### src/rtl/ram_arbiter.sv
// rtl/ram_arbiter.sv - two-port arbiter in front of a single-port 256x16 RAM
//
// Port A (CPU) and port B (loader/DMA/debug) share one RAM with a 1-cycle
// registered read. Only RAM-range requests (addr[ADDR_W-1]==0) with cmd[1]==1
// are served. A write completes in the ACC cycle; a read completes in the
// following RD_WAIT cycle, when mem_dout carries the data.
//
// Optional feature macro: ARB_ROUND_ROBIN_EN
//   defined   : ties in IDLE go to the port not served last (A after reset)
//   undefined : fixed priority, A wins every tie
//
// Ports:
//   clk, reset                         clock, synchronous active-high reset
//   a_cmd/b_cmd       [1:0]            2'b10 read, 2'b11 write, else no request
//   a_addr/b_addr     [ADDR_W-1:0]     request address
//   a_wdata/b_wdata   [DATA_W-1:0]     write data
//   a_done/b_done                      1-cycle completion pulse
//   a_rvalid/b_rvalid                  1-cycle read-data-valid pulse
//   a_rdata/b_rdata   [DATA_W-1:0]     mem_dout while rvalid, else 0
//   mem_read_address/mem_write_address [RAM_AW-1:0]
//   mem_write, mem_din [DATA_W-1:0], mem_dout [DATA_W-1:0]
//   grant             [1:0]            {B,A} one-hot owner, 0 when idle
module ram_arbiter #(
    parameter int DATA_W = 16,
    parameter int ADDR_W = 9,
    parameter int RAM_AW = 8
) (
    input  logic              clk,
    input  logic              reset,
    input  logic [1:0]        a_cmd,
    input  logic [ADDR_W-1:0] a_addr,
    input  logic [DATA_W-1:0] a_wdata,
    input  logic [1:0]        b_cmd,
    input  logic [ADDR_W-1:0] b_addr,
    input  logic [DATA_W-1:0] b_wdata,
    output logic              a_done,
    output logic              a_rvalid,
    output logic [DATA_W-1:0] a_rdata,
    output logic              b_done,
    output logic              b_rvalid,
    output logic [DATA_W-1:0] b_rdata,
    output logic [RAM_AW-1:0] mem_read_address,
    output logic [RAM_AW-1:0] mem_write_address,
    output logic              mem_write,
    output logic [DATA_W-1:0] mem_din,
    input  logic [DATA_W-1:0] mem_dout,
    output logic [1:0]        grant
);

    typedef enum logic [1:0] {
        IDLE    = 2'd0,
        ACC_A   = 2'd1,
        ACC_B   = 2'd2,
        RD_WAIT = 2'd3
    } state_t;

    state_t            state_q, state_d;
    logic              owner_q, owner_d;   // 0 = A, 1 = B
    logic              wr_q, wr_d;         // current access is a write
    logic [RAM_AW-1:0] addr_q, addr_d;
    logic [DATA_W-1:0] din_q, din_d;
`ifdef ARB_ROUND_ROBIN_EN
    logic              last_q, last_d;     // 0 = A served last, 1 = B
`endif

    logic a_valid, b_valid, take_b;
    logic in_acc, active, done_now, rvalid_now;

    assign a_valid = a_cmd[1] & ~a_addr[ADDR_W-1];
    assign b_valid = b_cmd[1] & ~b_addr[ADDR_W-1];

    always_comb begin
        state_d = state_q;
        owner_d = owner_q;
        wr_d    = wr_q;
        addr_d  = addr_q;
        din_d   = din_q;
`ifdef ARB_ROUND_ROBIN_EN
        last_d  = last_q;
        take_b  = (a_valid && b_valid) ? ~last_q : (b_valid && !a_valid);
`else
        take_b  = b_valid && !a_valid;
`endif
        case (state_q)
            IDLE: begin
                if (a_valid || b_valid) begin
                    // Capture the winner's request so the RAM sees stable
                    // address/data for the whole access and keeps them after.
                    owner_d = take_b;
                    state_d = take_b ? ACC_B : ACC_A;
                    wr_d    = take_b ? b_cmd[0] : a_cmd[0];
                    addr_d  = take_b ? b_addr[RAM_AW-1:0] : a_addr[RAM_AW-1:0];
                    din_d   = take_b ? b_wdata : a_wdata;
`ifdef ARB_ROUND_ROBIN_EN
                    last_d  = take_b;
`endif
                end
            end
            ACC_A, ACC_B: state_d = wr_q ? IDLE : RD_WAIT;
            RD_WAIT:      state_d = IDLE;
            default:      state_d = IDLE;
        endcase
    end

    always_ff @(posedge clk) begin
        if (reset) begin
            state_q <= IDLE;
            owner_q <= 1'b0;
            wr_q    <= 1'b0;
            addr_q  <= '0;
            din_q   <= '0;
`ifdef ARB_ROUND_ROBIN_EN
            last_q  <= 1'b1;
`endif
        end else begin
            state_q <= state_d;
            owner_q <= owner_d;
            wr_q    <= wr_d;
            addr_q  <= addr_d;
            din_q   <= din_d;
`ifdef ARB_ROUND_ROBIN_EN
            last_q  <= last_d;
`endif
        end
    end

    // Strobes are gated by reset so an access cut short by reset never
    // writes the RAM or reports completion.
    always_comb begin
        in_acc     = (state_q == ACC_A) || (state_q == ACC_B);
        active     = in_acc || (state_q == RD_WAIT);
        done_now   = ~reset & ((in_acc & wr_q) | (state_q == RD_WAIT));
        rvalid_now = ~reset & (state_q == RD_WAIT);

        grant      = (active && !reset) ? (owner_q ? 2'b10 : 2'b01) : 2'b00;
        mem_write  = in_acc & wr_q & ~reset;

        a_done     = done_now & ~owner_q;
        b_done     = done_now & owner_q;
        a_rvalid   = rvalid_now & ~owner_q;
        b_rvalid   = rvalid_now & owner_q;
        a_rdata    = a_rvalid ? mem_dout : '0;
        b_rdata    = b_rvalid ? mem_dout : '0;
    end

    assign mem_read_address  = addr_q;
    assign mem_write_address = addr_q;
    assign mem_din           = din_q;

endmodule

### config.mk
export PLATFORM = sky130hd
export DESIGN_NAME = ram_arbiter
export DESIGN_NICKNAME = d
export VERILOG_FILES = /design/src/rtl/ram_arbiter.sv
export SDC_FILE = /design/constraint.sdc
export NUM_CORES = 1
export LEC_CHECK = 0
export ABC_AREA = 1
export CELL_PAD_IN_SITES_DETAIL_PLACEMENT = 1
export CELL_PAD_IN_SITES_GLOBAL_PLACEMENT = 2
export CORE_MARGIN = 1.5
export CORE_UTILIZATION = 16
export DETAILED_ROUTE_END_ITERATION = 7
export PLACE_DENSITY_LB_ADDON = 0.1
export SYNTH_ARGS = -nofsm -noshare
export SYNTH_HDL_FRONTEND = slang
export SYNTH_SLANG_ARGS = --single-unit
### constraint.sdc
create_clock -name clk -period 1.45 [get_ports clk]
set_clock_uncertainty 0.1 [all_clocks]
set_input_delay 0.29 -clock clk [delete_from_list [all_inputs] [get_ports clk]]
set_output_delay 0.29 -clock clk [all_outputs]
set_load 0.01 [all_outputs]
### Word level (Yosys, flattened, before mapping)

Cells that the tools add are included.

* register bits after elaboration: 28
* word-level logic and storage cells: 45
* input bits: 72
* output and inout port bits: 71

* equality and inequality tests: 4
* reduce and logical (&&, ||, !) cells: 10
* muxes and demuxes: 11
* bitwise logic cells: 15

Operators with widths (number)
* $mux W16: 3
* $and A1 B1 Y1: 10
* $mux W2: 5
* $mux W8: 1
* $pmux W2 S3: 1
* $eq A2 B2 Y1 const B: 2
* $not A1 Y1: 4
* $logic_or A1 B1 Y1: 3
* $eq A2 B1 Y1 const B: 1
* $logic_and A1 B1 Y1: 2
* $logic_not A1 Y1: 2
* $logic_not A2 Y1: 1
* $ne A2 B2 Y1 const B: 1
* $reduce_and A2 Y1: 1
* $reduce_or A2 Y1: 1
* $mux W1: 1
* $or A1 B1 Y1: 1

### Longest topological paths before layout

* depth in word-level cells: 7
* mapped depth: 9
* gate-level depth less buffers: 8

### Worst setup path after synthesis

No wires, ideal clock.

* path kind: register -> output
* start: reg state_q[0]
* end: out a_rdata[10]
* stages on the path, launching flop included: 7
* setup slack: -170 ps
* path buffers: 1
* data required time: 1060 ps
* arrival: 1230 ps
* cell sequence: dfxtp_1 -> ha_1 -> nand2_1 -> nor2_1 -> inv_2 -> buf_2 -> nor2_1

* longest elaborated chain between the ends: 4

Ends and longest elaborated chain
* start: declaration: line 57 `state_t state_q, state_d;`
* start signal: assignment: line 116 `state_q <= state_d;`
* $eq A2 B2 Y1: line 133 `rvalid_now = ~reset & (state_q == RD_WAIT);`
* $and A1 B1 Y1: line 133
* $and A1 B1 Y1: line 140 `a_rvalid = rvalid_now & ~owner_q;`
* net a_rvalid: line 37 `output logic a_rvalid,`
* $mux W16: line 142 `a_rdata = a_rvalid ? mem_dout : '0;`
* end: declaration: line 38 `output logic [DATA_W-1:0] a_rdata,`

The timed path passes the listed nets, and every way through them passes these cells.

### Final worst setup path

* start: reg state_q[1]
* end: out b_rdata[14]

* longest elaborated chain between the ends: 4

Ends and longest elaborated chain
* $eq A2 B2 Y1: line 133
* $and A1 B1 Y1: line 133
* $and A1 B1 Y1: line 141 `b_rvalid = rvalid_now & owner_q;`
* $mux W16: line 143 `b_rdata = b_rvalid ? mem_dout : '0;`
* end: declaration: line 41 `output logic [DATA_W-1:0] b_rdata,`

Every way passes these cells.

==> impl_results.rst <==
.. list-table::
   :header-rows: 1

   * - Metric
     - Value
   * - Final Max Tran Viols
     - 0
   * - Number of violations of the max-capacitance limit
     - 0
   * - Arrival time at the worst endpoint
     - 1.49 ns
   * - Die height
     - 116 um
   * - Synth Register Bits
     - 28
   * - Count of flip-flops with a built-in enable after synthesis
     - 0
   * - Site Rows
     - 41
   * - Category of the worst setup path launch point
     - register
   * - Clk_lat worst skew
     - 0.27 ns
   * - Leading cell type by number of instances after synthesis
     - sky130_fd_sc_hd__inv_1
   * - Number of buffers inserted for hold repair after clock tree synthesis
     - 0
   * - Relative slew slack
     - 85.1%
   * - Cell with the largest stage delay on the worst path
     - sky130_fd_sc_hd__dfxtp_2
   * - RSZ-0062 raised after global routing
     - yes
   * - Required time of the critical path
     - 1.06 ns
   * - Vias per std cell
     - 3.88
   * - Largest delay share family, worst path
     - buffers and inverters
   * - Instance count after placement with tap cells included
     - 637
   * - Residual overflow from global routing
     - 0
   * - Number of primary I/O pins
     - 143
   * - Synthesized cell area
     - 2040 um2
   * - Design area
     - 4420 um2
   * - Leading cell types by total area after synthesis
     - sky130_fd_sc_hd__dfxtp_1 (27%), sky130_fd_sc_hd__inv_1 (13%), sky130_fd_sc_hd__nand3_2 (9.3%)
   * - Initial antenna violation count
     - 2
   * - Max incr delay on CP
     - 0.35 ns
   * - Clk root buf
     - sky130_fd_sc_hd__clkbuf_16
   * - Die Area
     - 13,400 um2
   * - # H-tree levels
     - 1
   * - Die outline width
     - 116 um
   * - Crit path capture type
     - output port
   * - Post-route antenna net violation count
     - 0
   * - Detail-routed net length per standard cell
     - 12.9 um
   * - Global-route total usage across every layer
     - 12.4%
   * - Clock buffers created by TritonCTS
     - 3
   * - Register area share after synthesis
     - 27.5%
   * - Post-route worst setup slack
     - -0.430 ns
   * - Peak Freq
     - 0.532 GHz
   * - Asr flop ratio synth
     - 0%
   * - Placeable core region
     - 12,500 um2
   * - Peak supply drop
     - 0.000451 V
   * - Wirelength, routed
     - 8.42 mm
   * - Via count of the first global-routing pass
     - 2,534
   * - Clock-pin transition on the worst setup and hold timing paths
     - 0.07 ns
   * - Commonest register cell after synthesis
     - sky130_fd_sc_hd__dfxtp_1
   * - CTS tree
     - yes
   * - Worst min path class
     - reg -> reg
   * - First-iteration detailed-routing DRC count
     - 40
   * - Smallest hold slack
     - 0.403 ns
   * - Placed Instance Area
     - 4020 um2
   * - Most numerous cell types in the synthesized netlist
     - sky130_fd_sc_hd__inv_1 (71), sky130_fd_sc_hd__nor2_1 (41), sky130_fd_sc_hd__nand2_1 (40), sky130_fd_sc_hd__nand3_1 (33), sky130_fd_sc_hd__dfxtp_1 (28)
   * - HPWL after detailed placement
     - 6.37 mm
   * - Fin cells
     - 650
   * - Relative area change from synthesis to final layout
     - 116%
   * - Outcome
     - complete, but fails checks
   * - Detailed-route DRC error count
     - 0
   * - Largest net degree at the start of global routing
     - 18
   * - WP buf/inv
     - 4
   * - Slew at the pin closest to its max-slew limit
     - 0.224 ns
   * - Leakage component of the power
     - 2.12 nW
   * - Synth unique cells
     - 21
   * - Cell accounting for the most synthesized area
     - sky130_fd_sc_hd__dfxtp_1
   * - Final Cycle Share
     - 130%
   * - First-pass GRT wire length
     - 12.9 mm
   * - Crit Path Category
     - reg -> out
   * - Top fanout value on the critical path
     - 5
   * - Area share of the largest cell type after synthesis
     - 27.5%
   * - Finish-stage setup viols
     - 39
   * - Routability congestion estimate from global placement
     - 0.686
   * - Hold violation total from the final report
     - 0
   * - Warnings, synthesis
     - 0
   * - Largest buffer count on any clock path
     - 2
   * - Post-Syn Instances
     - 318
   * - Number of vias after detailed routing
     - 2,522
   * - Pwr Density
     - 965 nW/um2
   * - Initial core utilization
     - 16.3%
   * - Synthesized netlist net count
     - 393
   * - Layout cell share with drive strength beyond 1
     - 36.6%
   * - 1st-pass router iterations
     - 4
   * - Sinks on the clock net
     - 28
   * - Minimum period implied by the final worst setup slack
     - 1.88 ns
   * - Nets@finish
     - 552
   * - I/O Buffers
     - 142
   * - Violated checks
     - setup timing
   * - Accumulated negative setup slack
     - -15.15 ns
   * - Post-synthesis area per instance
     - 6.42 um2
   * - Crit path cell chain
     - buf_6 > ha_4 > nand2_4 > nor2_4 > inv_8 > buf_12 > nor2_4 > buf_6
[what timing repair did]
action                     in CTS  in global routing
pin swaps                       8                  9
gates cloned                    2                  1
setup endpoints to repair      73                 64
buffers inserted                4                  2
gates resized for setup       243                 39
[cell usage in the layout, fill, tap and decap left out]
master                            instances
sky130_fd_sc_hd__a21oi_1                 25
sky130_fd_sc_hd__a21oi_4                  1
sky130_fd_sc_hd__buf_12                   9
sky130_fd_sc_hd__buf_16                   1
sky130_fd_sc_hd__buf_2                    4
sky130_fd_sc_hd__buf_4                   19
sky130_fd_sc_hd__buf_6                   38
sky130_fd_sc_hd__bufinv_16                1
sky130_fd_sc_hd__clkbuf_16                4
sky130_fd_sc_hd__clkdlybuf4s15_2          1
sky130_fd_sc_hd__clkdlybuf4s50_1         66
sky130_fd_sc_hd__clkinv_8                 1
sky130_fd_sc_hd__dfxtp_1                 26
sky130_fd_sc_hd__dfxtp_2                  2
sky130_fd_sc_hd__diode_2                  2
sky130_fd_sc_hd__dlygate4sd2_1           33
sky130_fd_sc_hd__dlymetal6s2s_1           4
sky130_fd_sc_hd__ha_2                     1
sky130_fd_sc_hd__ha_4                     2
sky130_fd_sc_hd__inv_1                   70
sky130_fd_sc_hd__inv_16                   2
sky130_fd_sc_hd__inv_2                    3
sky130_fd_sc_hd__inv_8                    1
sky130_fd_sc_hd__nand2_1                 37
sky130_fd_sc_hd__nand2_2                 19
sky130_fd_sc_hd__nand2_4                  4
sky130_fd_sc_hd__nand2_8                  1
sky130_fd_sc_hd__nand3_1                 33
sky130_fd_sc_hd__nand3_2                 19
sky130_fd_sc_hd__nand3b_1                 1
sky130_fd_sc_hd__nor2_1                   5
sky130_fd_sc_hd__nor2_2                   5
sky130_fd_sc_hd__nor2_4                  34
sky130_fd_sc_hd__nor3_2                   2
sky130_fd_sc_hd__o21ai_0                  2
[power by group]
part           total (mW)  switching (mW)  internal (mW)
sequential           1.10           0.122          0.976
combinational        2.29            1.14           1.15
clock               0.877           0.324          0.552
total                4.26            1.58           2.68
[per-layer routing]
metal / vias up / track usage [%] / share of wire, %
met5: - / 0 / 0
met4: 0 / 2.68 / 0.89
met3: 5 / 2.62 / 5.6
met2: 82 / 22.9 / 51
met1: 1167 / 14.8 / 42
li1: 1268 / - / -
[final cells by class]
type,instances,area (um2)
clock inverters,1,30.0
repair inverters,1,20.0
inverters,76,322
diodes,2,5.00
repair buffers,176,1830
fillers,1513,8100
well taps,172,215
flip-flops and latches,28,563
clock buffers,3,75.1
multi-input cells,191,1360
[logic make-up after synthesis]
family	count (synthesis)	share of synthesized area, %
adder cells (fa/ha/maj)	3	1.84
flip-flops	28	27.5
AND/OR/NAND/NOR	160	41.5
buffers and inverters	99	22.4
AO/OA/AOI/OAI	28	6.86
[stage by stage]
step / utilization [%] / worst slack (ns) / power [mW]
final: 35.3 / -0.430 / 4.26
after global routing: 35.3 / -0.497 / 4.60
after CTS: 33.7 / -0.436 / 4.23
after detailed placement: 32.1 / -0.839 / 3.42
after global placement: 32.1 / -0.784 / 3.39
after floorplan: - / -0.0207 / 2.27
[flip-flops by register name, summed over array words and instances, names as in the netlist]
register	count
owner_q	1
state_q	2
mem_din	16
wr_q	1
mem_read_address	8
[path summary, 6_finish.rpt]
kind                            startpoint          end  slack (ns)  cells past startpoint
worst max-delay path            state_q[1]  b_rdata[14]       -0.43                      8
worst min-delay path               owner_q      owner_q        0.40                      2
worst max register to register  state_q[1]   state_q[0]        0.02                      9
worst min register to register     owner_q      owner_q        0.40                      2
[worst min-delay path: stages, from the launching register on]
cell and delay [ns]:
sky130_fd_sc_hd__dfxtp_1 0.34, sky130_fd_sc_hd__nand2_1 0.07, sky130_fd_sc_hd__a21oi_1 0.05
Power figures use the tool's default switching activity.
